`src/rtl/mem_datos_arb.sv`:
```
`timescale 1ns/1ps
// mem_datos_arb
// Two-port round-robin arbiter and access sequencer that sits in front of the
// word-addressed data memory. Each granted access runs through
// IDLE -> SETUP -> STROBE -> DONE. The address and data are stable through
// SETUP. The single active-low strobe is asserted only during STROBE. The
// requesting port sees a one-cycle ack during DONE.
//
// Ports
//   clk, rst            clock (rising edge), asynchronous active-high reset
//   req0/we0/addr0/wdata0 -> ack0   port 0 (CPU load/store path)
//   req1/we1/addr1/wdata1 -> ack1   port 1 (debug/loader path)
//   rdata               registered read data, valid while ack0/ack1 is high
//   busy                high whenever the sequencer is not idle
//   Mem_rd, Mem_wr      active-low memory strobes (registered, never both low)
//   Dir_Mem             memory address, held from grant to the next grant
//   Dato_Mem_in         memory write data, held from grant to the next grant
//   Dato_Mem_out        memory read data
//   err                 (MEM_DATOS_ARB_RANGE_EN only) pulses with the ack of an
//                       access whose address lies outside BASE..BASE+DEPTH-1
//
// Build option
//   MEM_DATOS_ARB_RANGE_EN  enables the address range check and the err port.
//   When this option is enabled, an out-of-range access still takes the full
//   four cycles. Its strobes stay high. A read returns 32'hDEADBEEF.
module mem_datos_arb #(
  parameter int            AW    = 32,
  parameter int            DW    = 32,
  parameter logic [AW-1:0] BASE  = AW'(32'h10000000),
  parameter int            DEPTH = 4
) (
  input  logic          clk,
  input  logic          rst,
  input  logic          req0,
  input  logic          we0,
  input  logic [AW-1:0] addr0,
  input  logic [DW-1:0] wdata0,
  output logic          ack0,
  input  logic          req1,
  input  logic          we1,
  input  logic [AW-1:0] addr1,
  input  logic [DW-1:0] wdata1,
  output logic          ack1,
  output logic [DW-1:0] rdata,
  output logic          busy,
  output logic          Mem_rd,
  output logic          Mem_wr,
  output logic [AW-1:0] Dir_Mem,
  output logic [DW-1:0] Dato_Mem_in,
  input  logic [DW-1:0] Dato_Mem_out
`ifdef MEM_DATOS_ARB_RANGE_EN
  ,
  output logic          err
`endif
);

`ifdef MEM_DATOS_ARB_RANGE_EN
  localparam bit RANGE_EN = 1'b1;
`else
  localparam bit RANGE_EN = 1'b0;
`endif
  localparam logic [DW-1:0] BAD_DATA = DW'(32'hDEADBEEF);

  typedef enum logic [1:0] {IDLE, SETUP, STROBE, DONE} state_t;

  state_t        state, state_next;
  logic          last, port_q, we_q, oor_q;
  logic          grant_valid, grant_port, grant_we, grant_oor;
  logic [AW-1:0] grant_addr;
  logic [DW-1:0] grant_wdata;
  logic          rd_next, wr_next, ack0_next, ack1_next;

  // Arbitration. A lone request wins outright. On a tie, the port that did not
  // win the previous tie is chosen. "last" starts at 1, so port 0 takes the
  // first tie. The range check uses an unsigned offset from BASE. That way, a
  // single compare also catches addresses below BASE.
  always_comb begin
    grant_valid = req0 | req1;
    if (req0 && req1) grant_port = ~last;
    else              grant_port = req1;
    grant_we    = grant_port ? we1    : we0;
    grant_addr  = grant_port ? addr1  : addr0;
    grant_wdata = grant_port ? wdata1 : wdata0;
    grant_oor   = RANGE_EN && ((grant_addr - BASE) >= AW'(DEPTH));
  end

  // State register.
  always_ff @(posedge clk or posedge rst) begin
    if (rst) state <= IDLE;
    else     state <= state_next;
  end

  // Next state and next values of the registered pin outputs. The strobe for
  // STROBE is decided while in SETUP. The ack for DONE is decided while in
  // STROBE. As a result, every pin toggles straight from a flop, with no decode.
  always_comb begin
    state_next = state;
    rd_next    = 1'b1;
    wr_next    = 1'b1;
    ack0_next  = 1'b0;
    ack1_next  = 1'b0;
    case (state)
      IDLE: begin
        if (grant_valid) state_next = SETUP;
      end
      SETUP: begin
        state_next = STROBE;
        if (!oor_q) begin
          rd_next = we_q;
          wr_next = ~we_q;
        end
      end
      STROBE: begin
        state_next = DONE;
        ack0_next  = ~port_q;
        ack1_next  = port_q;
      end
      DONE: begin
        state_next = IDLE;
      end
      default: state_next = IDLE;
    endcase
  end

  // Pin registers. The asynchronous reset releases a strobe that is in flight
  // right away. It also kills any ack that is pending.
  always_ff @(posedge clk or posedge rst) begin
    if (rst) begin
      Mem_rd <= 1'b1;
      Mem_wr <= 1'b1;
      ack0   <= 1'b0;
      ack1   <= 1'b0;
    end else begin
      Mem_rd <= rd_next;
      Mem_wr <= wr_next;
      ack0   <= ack0_next;
      ack1   <= ack1_next;
    end
  end

  // Grant-time capture of the access, tie history, and read data return.
  // Dir_Mem/Dato_Mem_in keep their values from one grant until the next.
  always_ff @(posedge clk or posedge rst) begin
    if (rst) begin
      Dir_Mem     <= '0;
      Dato_Mem_in <= '0;
      rdata       <= '0;
      we_q        <= 1'b0;
      port_q      <= 1'b0;
      oor_q       <= 1'b0;
      last        <= 1'b1;
    end else begin
      if (state == IDLE && grant_valid) begin
        Dir_Mem     <= grant_addr;
        Dato_Mem_in <= grant_wdata;
        we_q        <= grant_we;
        port_q      <= grant_port;
        oor_q       <= grant_oor;
        if (req0 && req1) last <= grant_port;
      end
      if (state == STROBE && !we_q) rdata <= oor_q ? BAD_DATA : Dato_Mem_out;
    end
  end

  assign busy = (state != IDLE);

`ifdef MEM_DATOS_ARB_RANGE_EN
  // err is registered alongside ack, so the two pulse in the same cycle.
  always_ff @(posedge clk or posedge rst) begin
    if (rst) err <= 1'b0;
    else     err <= (state == STROBE) && oor_q;
  end
`endif

endmodule

```
`config.mk`:
```
export PLATFORM = sky130hd
export DESIGN_NAME = mem_datos_arb
export DESIGN_NICKNAME = d
export VERILOG_FILES = /design/src/rtl/mem_datos_arb.sv
export SDC_FILE = /design/constraint.sdc
export NUM_CORES = 1
export LEC_CHECK = 0
export BUFFER_PORTS_ARGS = -buffer_cell sky130_fd_sc_hd__buf_2
export CAP_MARGIN = 15
export CORE_UTILIZATION = 39
export CTS_CLUSTER_SIZE = 10
export DETAILED_ROUTE_END_ITERATION = 8
export PLACE_DENSITY = 0.77
export RECOVER_POWER = 50
export SLEW_MARGIN = 20
export SYNTH_ARGS = -nofsm -noshare
export SYNTH_HDL_FRONTEND = slang
export SYNTH_SLANG_ARGS = --single-unit
export TNS_END_PERCENT = 20
```
`constraint.sdc`:
```
create_clock -name clk -period 2.65 [get_ports clk]
set_input_delay 0.1325 -clock clk [delete_from_list [all_inputs] [get_ports clk]]
set_output_delay 0.1325 -clock clk [all_outputs]
set_load 0.01 [all_outputs]
```
Yosys cells after proc, flatten, opt, wreduce, memory -nomap -nowiden:

Index checks and enable logic that the tools add are counted.

* equal/unequal tests: 4
* muxes and demuxes: 10
* bitwise operators: 4
* reductions and logical operators: 7

Operator list (number)
* $mux W32: 2
* $pmux W2 S4: 1
* $mux W1: 6
* $eq A2 B2 Y1 const B: 2
* $logic_and A1 B1 Y1: 3
* $not A1 Y1: 3
* $eq A2 B1 Y1 const B: 1
* $logic_not A2 Y1: 1
* $mux W2: 1
* $ne A2 B2 Y1 const B: 1
* $reduce_and A2 Y1: 1
* $reduce_bool A2 Y1: 1
* $logic_not A1 Y1: 1
* $or A1 B1 Y1: 1

* register bits: 105
* output and inout port bits: 101

Longest topological paths before layout:

Gate-level depths: netlist (run 1).

* word-level depth: 3
* mapped depth: 7
* gate-level depth less buffers: 5

Worst setup path before layout (run 1):

No wires, ideal clock.

* path kind: register to register
* from: reg state[0]
* to: reg rdata[0]
* arrival: 1.403 ns
* data required time: 2.522 ns
* slack: 1.120 ns
* stages on the path, launching flop included: 7
* clock period less this slack: 1.530 ns
* cell sequence: dfrtp_1 > inv_1 > ha_1 > nor2b_1 > buf_2 > buf_2 > mux2_1

* word-level cells in the longest chain between the ends: 2

Ends and longest elaborated chain
* start: declaration: line 66 `state_t state, state_next;`
* start signal: assignment: line 90 `else state <= state_next;`
* $eq A2 B2 Y1: line 161 `if (state == STROBE && !we_q) rdata <= oor_q ? BAD_DATA : Dato_Mem_out;`
* $logic_and A1 B1 Y1: line 161
* end signal: assignment: line 161
* end: declaration: line 44 `output logic [DW-1:0] rdata,`

No other way between the ends.
A chain may end at the register's enable or synchronous reset.

Final worst setup path (run 1):

* from: reg state[0]
* to: reg Dato_Mem_in[2]

* word-level cells in the longest chain between the ends: 2

Ends and longest elaborated chain
* $logic_not A2 Y1: line 153 `if (state == IDLE && grant_valid) begin`
* $logic_and A1 B1 Y1: line 153
* end signal: assignment: line 155 `Dato_Mem_in <= grant_wdata;`
* end: declaration: line 49 `output logic [DW-1:0] Dato_Mem_in,`

No other way between the ends.

==> results of run 1 <==
## per-stage QoR
stage / hold slack [ps] / worst slack (ps) / cell area [µm²] / utilization
global route: 2.97 / 547 / 6170 / 0.559
global placement: 4.62 / 742 / 5910 / 0.536
CTS: 0.571 / 741 / 6300 / 0.571
floorplan: 261 / 1120 / 4480 / -
detailed placement: 6.32 / 743 / 5940 / 0.538
finish: 5.76 / 769 / 6170 / 0.559
## cells in the final DEF (no fill, tap or decap), types with 2 or more instances in the layout
master and n:
sky130_fd_sc_hd__inv_1 3, sky130_fd_sc_hd__nand2_1 68, sky130_fd_sc_hd__a21oi_1 130, sky130_fd_sc_hd__buf_2 166, sky130_fd_sc_hd__clkbuf_2 2, sky130_fd_sc_hd__nor2_1 67, sky130_fd_sc_hd__dlygate4sd3_1 4, sky130_fd_sc_hd__clkbuf_1 101
sky130_fd_sc_hd__mux2_2 3, sky130_fd_sc_hd__ha_1 3, sky130_fd_sc_hd__mux2_1 30, sky130_fd_sc_hd__dfrtp_1 102, sky130_fd_sc_hd__clkbuf_16 9, sky130_fd_sc_hd__inv_6 4, sky130_fd_sc_hd__buf_4 9, sky130_fd_sc_hd__bufinv_16 2
sky130_fd_sc_hd__dfstp_2 3
## layout make-up
class                           count  share of cell area
Sequential cell                   105               0.426
Clock inverter                      6              0.0154
Clock buffer                       10              0.0371
Tap cell                          140              0.0284
Timing Repair Buffer              282               0.219
Multi-Input combinational cell    313               0.271
Inverter                            4             0.00264
## where the power goes
group	total, mW	leakage (nW)	internal, mW	switching (mW)
Clock	1.45	0.158	0.843	0.608
Combinational	2.97	1.57	1.17	1.81
Sequential	2.90	1.19	2.44	0.460
Total	7.32	2.92	4.45	2.87
## flip-flops by register name, indices dropped and copies added (netlist names), 2 cells and up
signal       count
Dato_Mem_in     32
Dir_Mem         32
rdata           32
state            2
## cells by family (layout without fill, tap and decap cells)
logic type | Yosys count | after routing | synth area share
simple gates | 140 | 140 | 0.120
compound gates | 136 | 136 | 0.155
flops | 105 | 105 | 0.588
buf+inv | 36 | 302 | 0.0431
mux | 33 | 33 | 0.0831
fa+ha+maj | 3 | 3 | 0.00839
xor+xnor | 1 | 1 | 0.00196
## worst max-delay path by stage
stage	depth (start not counted)	to	start	slack [ps]
after floorplan	6	rdata[0]	state[0]	1120
after global placement	5	Dato_Mem_in[1]	req1	740
after detailed placement	7	Dato_Mem_in[3]	state[0]	740
after CTS	7	Dato_Mem_in[3]	state[0]	740
after global routing	7	Dato_Mem_in[10]	state[0]	550
final	7	Dato_Mem_in[2]	state[0]	770
## critical path, cell delays in order, from the launching register on
cell and delay, ps:
sky130_fd_sc_hd__dfrtp_1 390, sky130_fd_sc_hd__inv_1 110, sky130_fd_sc_hd__ha_1 320, sky130_fd_sc_hd__o21ai_4 260, sky130_fd_sc_hd__buf_16 240, sky130_fd_sc_hd__buf_4 210
sky130_fd_sc_hd__a21oi_1 150, sky130_fd_sc_hd__a21oi_1 90
## per-layer routing
layer / global-route usage / wire (µm)
met1: 0.248 / 5150
met2: 0.371 / 6550
met3: 0.0466 / 1010
met4: 0.107 / 317
met5: 0 / 0
==> out/qor.yml, run 1 <==
max_freq_mhz: 532
worst-r2r-setup-slack_ps: 770
die_h_um: 109
ys_warn_count: 0
clock_tree.htree_level_count: 3
crit_type: "flop to flop"
maxSlewViolCount: 0
cts_setup_buffers: 0
fillCellCount: 1018
finClkSkew_ps: 5.58
numPlacedInstances: 840
tritoncts: "done"
leakagePower_nw: 2.92
design.core.area_um2: 11000
post_route_drc: 0
tritoncts_num_sinks: 105
timing.critical_path.fanout_max: 25
chipWidth_um: 109
grt_pass1_wl_mm: 19.5
worst_hold_path_type: "input pin to flop"
worst_hold_path.num_cells: 2
grt_max_degree: 59
ir_worst_vdd_uv: 525
antenna_violations_before_repair: 0
globalRoute.totalOverflow: 0
cell_types_with_the_largest_area_share_after_synthesis: "sky130_fd_sc_hd__dfrtp_1 57%, sky130_fd_sc_hd__a21oi_1 15%, sky130_fd_sc_hd__mux2_1 7.6%, sky130_fd_sc_hd__nand2_1 5.7%, sky130_fd_sc_hd__nor2_1 5.6%"
maxSlewHeadroom: 0.0641
route.antenna.remaining_nets: 0
total_half_perimeter_wirelength_after_legalization_and_detailed_placement_mm: 9.42
detail_route.first_pass.iterations: 4
multi_input_area_um2: 1670
yosys_register_bits: 105
syn_nets: 623
final_min_period_over_clock_period: 0.710
synth_top_area_share: 0.570
timing.final.hold_violations: 0
synth_async_sr_flop_share: 1.00
first_global_vias: 4270
initial_core_utilization: 0.406
synth_top_cell_by_area: "sky130_fd_sc_hd__dfrtp_1"
design.portCount: 267
capture_point_of_the_worst_reg_to_reg_path: "Dato_Mem_in[2]"
cts.repair.resized: 0
drt-wirelength-per-cell_um: 15.2
worstHoldEndpoint: "rdata[3]"
timing.critical_path.arrival_ps: 2110
setup_tns_ps: 0
timing.critical_path.required_ps: 2880
gpl.final_weighted_congestion: 0.770
drive_above_1_share: 0.285
antenna_cells: 0
tightest_slew_ps: 1400
hp-start: "Dato_Mem_out[3]"
rsz0062_at_grt: "no"
end_kind: "flop"
status: "finished, final reports clean"
synth_flop_cell: "sky130_fd_sc_hd__dfrtp_1"
maxCapViolations: 0
via_density_per_instance: 5.00
number_of_flops_mapped_to_enable_cells_by_yosys: 0
pd_cells_nw_per_um2: 1190
post_cts_hold_buffer_count: 4
post-layout-total-power_mw: 7.32
drt_iter0_markers: 262
netlist-cell-type-count: 23
flow.area_growth_from_synthesis_pct: 37.9
postSynthAreaPerCell_um2: 9.86
shortest_clock_period_the_worst_path_allows_after_layout_ps: 1880
synth_seq_area_share: 0.588
register_area_um2: 2630
synthMostInstantiatedCell: "sky130_fd_sc_hd__a21oi_1"
cts_root_buffer: "sky130_fd_sc_hd__clkbuf_16"
clk_transition_reported_paths_ps: 70
syn-instance-count: 454
fin_cells: 860
placement_rows: 38
via_count: 4300
ctsLongestPathBuffers: 2
post_synth_instance_area_um2: 4470
clk_latency_ps: 340
drt_wl_total_mm: 13.0
final_net_count: 884
timing.final.setup_violations: 0
io_port_bufs: 266
tritoncts.num_buffers: 9
worstSetupStartpointType: "flop"
gr-usage-all-layers: 0.214
reg2reg_from: "state[0]"
worst_reg_to_reg_path_cell_count: 7
fp.dieArea_um2: 11900
synth.top_cells.by_count: "130 x sky130_fd_sc_hd__a21oi_1, 102 x sky130_fd_sc_hd__dfrtp_1, 68 x sky130_fd_sc_hd__nand2_1"
Note: power is estimated with default switching activity, not from simulation.
==> run 2: changes to the inputs <==
Settings changed: ABC_AREA set to 1, CORE_UTILIZATION 39 to 42, PLACE_DENSITY 0.77 to 0.78.
Clock period 2.65 ns to 1.59 ns, I/O delays scaled along.
==> out/qor.yml, run 2 <==
setup_tns_ps: 0  # unchanged
leakagePower_nw: 4.48  # +54%
ir_worst_vdd_uv: 647  # +23%
tritoncts_num_sinks: 105  # unchanged
worst_hold_path.num_cells: 5  # +3
syn_nets: 901  # +45%
capture_point_of_the_worst_reg_to_reg_path: "Dato_Mem_in[8]"
fp.dieArea_um2: 13100  # +10%
synth_seq_area_share: 0.496  # -0.0926
synth_top_area_share: 0.481  # -0.0898
post_route_drc: 0  # unchanged
worst_hold_path_type: "input pin to flop"
drive_above_1_share: 0.256  # -0.0291
syn-instance-count: 732  # +61%
rsz0062_at_grt: "no"
final_net_count: 1181  # +34%
cell_types_with_the_largest_area_share_after_synthesis: "sky130_fd_sc_hd__dfrtp_1 48%, sky130_fd_sc_hd__nand2_1 19%, sky130_fd_sc_hd__nand3_1 15%, sky130_fd_sc_hd__inv_1 9.5%, sky130_fd_sc_hd__buf_2 2.2%"
drt_iter0_markers: 501  # +91%
antenna_violations_before_repair: 1  # +1
gr-usage-all-layers: 0.250  # +0.0358
crit_type: "flop to flop"
cts_root_buffer: "sky130_fd_sc_hd__clkbuf_16"
grt_pass1_wl_mm: 25.6  # +31%
synth_flop_cell: "sky130_fd_sc_hd__dfrtp_1"
post_synth_instance_area_um2: 5310  # +19%
globalRoute.totalOverflow: 0  # unchanged
fillCellCount: 1098  # +7.9%
placement_rows: 40  # +5.3%
status: "finished, final reports clean"
maxCapViolations: 0  # unchanged
clk_latency_ps: 350  # about the same
timing.critical_path.arrival_ps: 1750  # -360 ps
synth_async_sr_flop_share: 1.00  # unchanged
yosys_register_bits: 105  # unchanged
ys_warn_count: 0  # unchanged
fin_area_um2: 7440  # +20%
number_of_flops_mapped_to_enable_cells_by_yosys: 0  # unchanged
hp-start: "addr0[21]"
fin_cells: 1186  # +38%
worstSetupStartpointType: "flop"
clk_transition_reported_paths_ps: 70  # about the same
final_min_period_over_clock_period: 0.923  # +0.213
design.core.area_um2: 12200  # +10%
synth.top_cells.by_count: "269 x sky130_fd_sc_hd__nand2_1, 163 x sky130_fd_sc_hd__nand3_1, 135 x sky130_fd_sc_hd__inv_1"
synth_top_cell_by_area: "sky130_fd_sc_hd__dfrtp_1"
max_freq_mhz: 682  # +28%
io_port_bufs: 266  # unchanged
via_density_per_instance: 4.68  # -6.5%
timing.critical_path.fanout_max: 21  # -16%
mostFrequentLayoutCells: "267 x sky130_fd_sc_hd__nand2_1, 218 x sky130_fd_sc_hd__buf_2, 163 x sky130_fd_sc_hd__nand3_1"
via_count: 5545  # +29%
first_global_vias: 5243  # +23%
detail_route.first_pass.iterations: 5  # +1
drt-wirelength-per-cell_um: 13.6  # -10%
postSynthAreaPerCell_um2: 7.25  # -26%
gpl.final_weighted_congestion: 0.785  # +1.9%
worstHoldEndpoint: "Dir_Mem[21]"
placedInstanceArea_um2: 6870  # +16%
timing.final.setup_violations: 0  # unchanged
shortest_clock_period_the_worst_path_allows_after_layout_ps: 1470  # -415 ps
tightest_slew_ps: 895  # -509 ps
worst_reg_to_reg_path_cell_count: 7  # unchanged
timing.final.hold_violations: 0  # unchanged
route.antenna.remaining_nets: 0  # unchanged
most_common_library_cell_in_the_layout_ignoring_fill_and_taps: "sky130_fd_sc_hd__nand2_1"
grt_max_degree: 50  # -15%
design.portCount: 267  # unchanged
pd_cells_nw_per_um2: 1760  # +48%
chipWidth_um: 114  # +4.9%
timing.critical_path.required_ps: 1870  # -1010 ps
finClkSkew_ps: 8.54  # +2.95 ps
drt_wl_total_mm: 16.2  # +24%
hold-worst-slack_ps: 22.0  # +16.3 ps
end_kind: "flop"
netlist-cell-type-count: 17  # -26%
ctsLongestPathBuffers: 2  # unchanged
tritoncts: "done"
numPlacedInstances: 1137  # +35%
tritoncts.num_buffers: 9  # unchanged
reg2reg_from: "state[0]"
largest_registers: "Dato_Mem_in (32), Dir_Mem (32), rdata (32)"
clock_tree.htree_level_count: 3  # unchanged
worst-r2r-setup-slack_ps: 120  # -650 ps
initial_core_utilization: 0.437  # +0.0310
total_half_perimeter_wirelength_after_legalization_and_detailed_placement_mm: 10.6  # +12%
final_util: 0.611  # +0.0520
die_h_um: 114  # +4.9%
flow.area_growth_from_synthesis_pct: 40.0
synthMostInstantiatedCell: "sky130_fd_sc_hd__nand2_1"
maxSlewHeadroom: 0.403  # +0.339
maxSlewViolCount: 0  # unchanged
[run 2: cell types whose count changed in the layout (fill, tap and decap cells not counted), moves of 8 or more]
cell,delta
sky130_fd_sc_hd__nand2_1,+199
sky130_fd_sc_hd__nand3_1,+162
sky130_fd_sc_hd__inv_1,+131
sky130_fd_sc_hd__a21oi_1,-130
sky130_fd_sc_hd__nor2_1,-65
sky130_fd_sc_hd__buf_2,+52
sky130_fd_sc_hd__clkbuf_1,-50
sky130_fd_sc_hd__mux2_1,-30
sky130_fd_sc_hd__dlygate4sd3_1,+27
sky130_fd_sc_hd__buf_12,+8
[run 2: kinds of logic after synthesis]
family | after synthesis | share of synthesized area
buf+inv | 183 | 0.145
fa+ha+maj | 3 | 0.00707
simple gates | 435 | 0.346
flops | 105 | 0.496
compound gates | 6 | 0.00636
[run 2: area by class of cell]
class | count | area [µm²] | share of cell area
Multi-Input combinational cell | 444 | 1930 | 0.260
Timing Repair Buffer | 315 | 1830 | 0.246
Antenna cell | 1 | 2.50 | 0.000337
Clock buffer | 10 | 229 | 0.0308
Clock inverter | 6 | 90.1 | 0.0121
Sequential cell | 105 | 2630 | 0.354
Tap cell | 168 | 210 | 0.0283
Inverter | 137 | 515 | 0.0693
[run 2: worst max path at each step]
| stage | from | end | slack (ps) | cells after the start |
|---|---|---|---|---|
| CTS | state[0] | Dato_Mem_in[8] | 30 | 7 |
| global route | state[1] | Dato_Mem_in[26] | 20 | 7 |
| floorplan | state[0] | Dato_Mem_in[19] | 240 | 8 |
| global placement | state[0] | Dir_Mem[14] | 140 | 7 |
| detailed placement | state[0] | Dato_Mem_in[8] | 30 | 7 |
| finish | state[0] | Dato_Mem_in[8] | 120 | 7 |
[run 2: routing by layer]
layer / up-vias / part of all wire / track usage
li1: 2767 / - / -
met1: 2499 / 0.41 / 0.308
met2: 245 / 0.49 / 0.417
met3: 34 / 0.085 / 0.0651
met4: 0 / 0.023 / 0.101
met5: - / 0 / 0
[run 2: where the power goes]
group	total [mW]	leakage, nW	switching, mW	internal, mW
logic	5.88	3.05	3.64	2.23
clock network	2.39	0.153	1.01	1.39
registers	4.80	1.28	0.757	4.04
[run 2: repair_timing]
action                     4_1_cts  5_1_grt
hold buffers                    31        0
setup endpoints to repair        0       42
resized for setup                0        1
hold endpoints to repair       132        0
setup buffers                    0        0
[run 2: worst max-delay path, stage by stage (launching register included)]
cell,delay [ps]
sky130_fd_sc_hd__dfrtp_1,380
sky130_fd_sc_hd__inv_1,100
sky130_fd_sc_hd__ha_2,250
sky130_fd_sc_hd__inv_2,80
sky130_fd_sc_hd__nor2_4,200
sky130_fd_sc_hd__buf_12,200
sky130_fd_sc_hd__nand3_1,110
sky130_fd_sc_hd__nand2_1,80
[run 2: metrics by stage]
step           setup slack [ps]  total power, mW
2_1_floorplan               238             8.20
3_3_place_gp                139             10.5
3_5_place_dp               33.3             10.7
4_1_cts                    30.6             13.2
5_1_grt                    21.9             14.1
6_report                    123             13.1
==> run 3: changes to the inputs <==
Settings changed: PLACE_DENSITY 0.78 to 0.85.
==> out/qor.yml, run 3 (synthesis results as in run 2) <==
status: "finished, final reports clean"
timing.critical_path.arrival_ps: 1760  # about the same
clk_transition_reported_paths_ps: 80  # about the same
timing.critical_path.fanout_max: 45  # +110%
antenna_cells: 0  # -1
via_count: 5503  # -0.76%
worst_reg_to_reg_path_cell_count: 7  # unchanged
reg2reg_from: "state[0]"
slowest_delay_ps: 390  # about the same
grt_pass1_wl_mm: 24.1  # -5.7%
clk_latency_ps: 340  # about the same
capture_point_of_the_worst_reg_to_reg_path: "Dato_Mem_in[14]"
io_port_bufs: 266  # unchanged
fin_cells: 1179  # -0.59%
post_route_drc: 0  # unchanged
initial_core_utilization: 0.437  # unchanged
tritoncts: "done"
series_of_cell_instances_along_the_critical_path: "inv_1 > ha_2 > inv_2 > nor2_4 > buf_12 > nand3_1 > nand2_1"
timing.final.hold_violations: 0  # unchanged
final_net_count: 1175  # -0.51%
tritoncts.num_buffers: 9  # unchanged
antenna_violations_before_repair: 1  # unchanged
end_kind: "flop"
ctsLongestPathBuffers: 2  # unchanged
gr-usage-all-layers: 0.235  # -0.0145
via_density_per_instance: 4.67  # -0.17%
cts_root_buffer: "sky130_fd_sc_hd__clkbuf_16"
worstSetupStartpointType: "flop"
worst-r2r-setup-slack_ps: 120  # about the same
maxCapViolations: 0  # unchanged
worst_hold_path.num_cells: 3  # -2
route.antenna.remaining_nets: 0  # unchanged
drt_iter0_markers: 428  # -15%
largest_registers: "Dato_Mem_in (32), Dir_Mem (32), rdata (32)"
tritoncts_num_sinks: 105  # unchanged
design.core.area_um2: 12200  # unchanged
worstHoldEndpoint: "rdata[30]"
detail_route.first_pass.iterations: 4  # -1
leakagePower_nw: 4.47  # -0.33%
hp-start: "Dato_Mem_out[30]"
worst_hold_path_type: "input pin to flop"
design.portCount: 267  # unchanged
drt_wl_total_mm: 15.4  # -4.9%
most_common_library_cell_in_the_layout_ignoring_fill_and_taps: "sky130_fd_sc_hd__nand2_1"
fin_area_um2: 7390  # -0.64%
slowest_cell_on_the_critical_path: "sky130_fd_sc_hd__dfrtp_1"
cts_setup_buffers: 0  # unchanged
shortest_clock_period_the_worst_path_allows_after_layout_ps: 1470  # +5.94 ps
clock_tree.htree_level_count: 3  # unchanged
crit_type: "flop to flop"
numPlacedInstances: 1134  # -0.26%
post-layout-total-power_mw: 13.0  # -0.58%
globalRoute.totalOverflow: 0  # unchanged
pd_cells_nw_per_um2: 1760  # about the same
rsz0062_at_grt: "no"
drt-wirelength-per-cell_um: 13.0  # -4.3%
mostFrequentLayoutCells: "267 x sky130_fd_sc_hd__nand2_1, 218 x sky130_fd_sc_hd__buf_2, 163 x sky130_fd_sc_hd__nand3_1"
timing.critical_path.required_ps: 1870  # about the same
final_min_period_over_clock_period: 0.926  # +0.00373
tightest_slew_ps: 603  # -292 ps
gpl.final_weighted_congestion: 0.814  # +3.6%
total_half_perimeter_wirelength_after_legalization_and_detailed_placement_mm: 10.2  # -3.5%
flow.area_growth_from_synthesis_pct: 39.1
maxSlewHeadroom: 0.598  # +0.194
maxSlewViolCount: 0  # unchanged
max_freq_mhz: 679  # -0.40%
die_h_um: 114  # unchanged
first_global_vias: 5181  # -1.2%
grt_max_degree: 66  # +32%
setup_tns_ps: 0  # unchanged
placement_rows: 40  # unchanged
timing.final.setup_violations: 0  # unchanged
chipWidth_um: 114  # unchanged
fp.dieArea_um2: 13100  # unchanged
finClkSkew_ps: 8.86  # +0.318 ps
placedInstanceArea_um2: 6840  # -0.51%
ir_worst_vdd_uv: 921  # +42%
drive_above_1_share: 0.256  # +0.000528
-- run 3: per-stage QoR --
step / util / hold slack, ps / setup WS [ps]
2_1_floorplan: - / 224 / 238
4_1_cts: 0.613 / 1.11 / 39.6
3_3_place_gp: 0.562 / 48.5 / 137
6_report: 0.608 / 12.8 / 117
3_5_place_dp: 0.562 / 47.2 / 50.6
5_1_grt: 0.608 / 12.3 / 3.19
-- run 3: layout make-up --
type	count	area, µm²
fill	1123	4770
tap	168	210
timing repair buffer	309	1770
clock inverter	7	109
sequential	105	2630
multi-input combinational	444	1930
clock buffer	9	225
inverter	137	515
-- run 3: how the worst max path moves through the flow --
stage,start,cells past startpoint,end
finish,state[0],7,Dato_Mem_in[14]
CTS,state[0],7,Dir_Mem[24]
floorplan,state[0],8,Dato_Mem_in[19]
global placement,state[0],7,Dir_Mem[23]
global route,state[0],7,Dir_Mem[31]
detailed placement,state[0],7,Dir_Mem[24]
-- run 3: where the power goes --
| part | switching [mW] | internal [mW] | total [mW] |
|---|---|---|---|
| clock | 1.03 | 1.42 | 2.45 |
| sequential | 0.739 | 4.04 | 4.78 |
| combinational | 3.61 | 2.16 | 5.77 |
| total | 5.38 | 7.61 | 13.0 |
-- run 3: critical path: cells and delay by family (launching register included) --
family	cells	cell delay, ps
simple gates	3	330
fa+ha+maj	1	260
flops	1	390
buf+inv	3	400
-- run 3: what timing repair did --
item,4_1_cts,5_1_grt
hold endpoints to repair,79,0
gates resized for setup,0,1
hold buffers,29,0
endpoints found under the setup margin,0,43
-- run 3: per-layer routing --
metal | vias up | wire length (µm) | track usage
li1 | 2749 | - | -
met5 | - | 16 | 0
met4 | 2 | 435 | 0.113
met2 | 241 | 7510 | 0.402
met3 | 41 | 1090 | 0.0471
met1 | 2470 | 6330 | 0.284
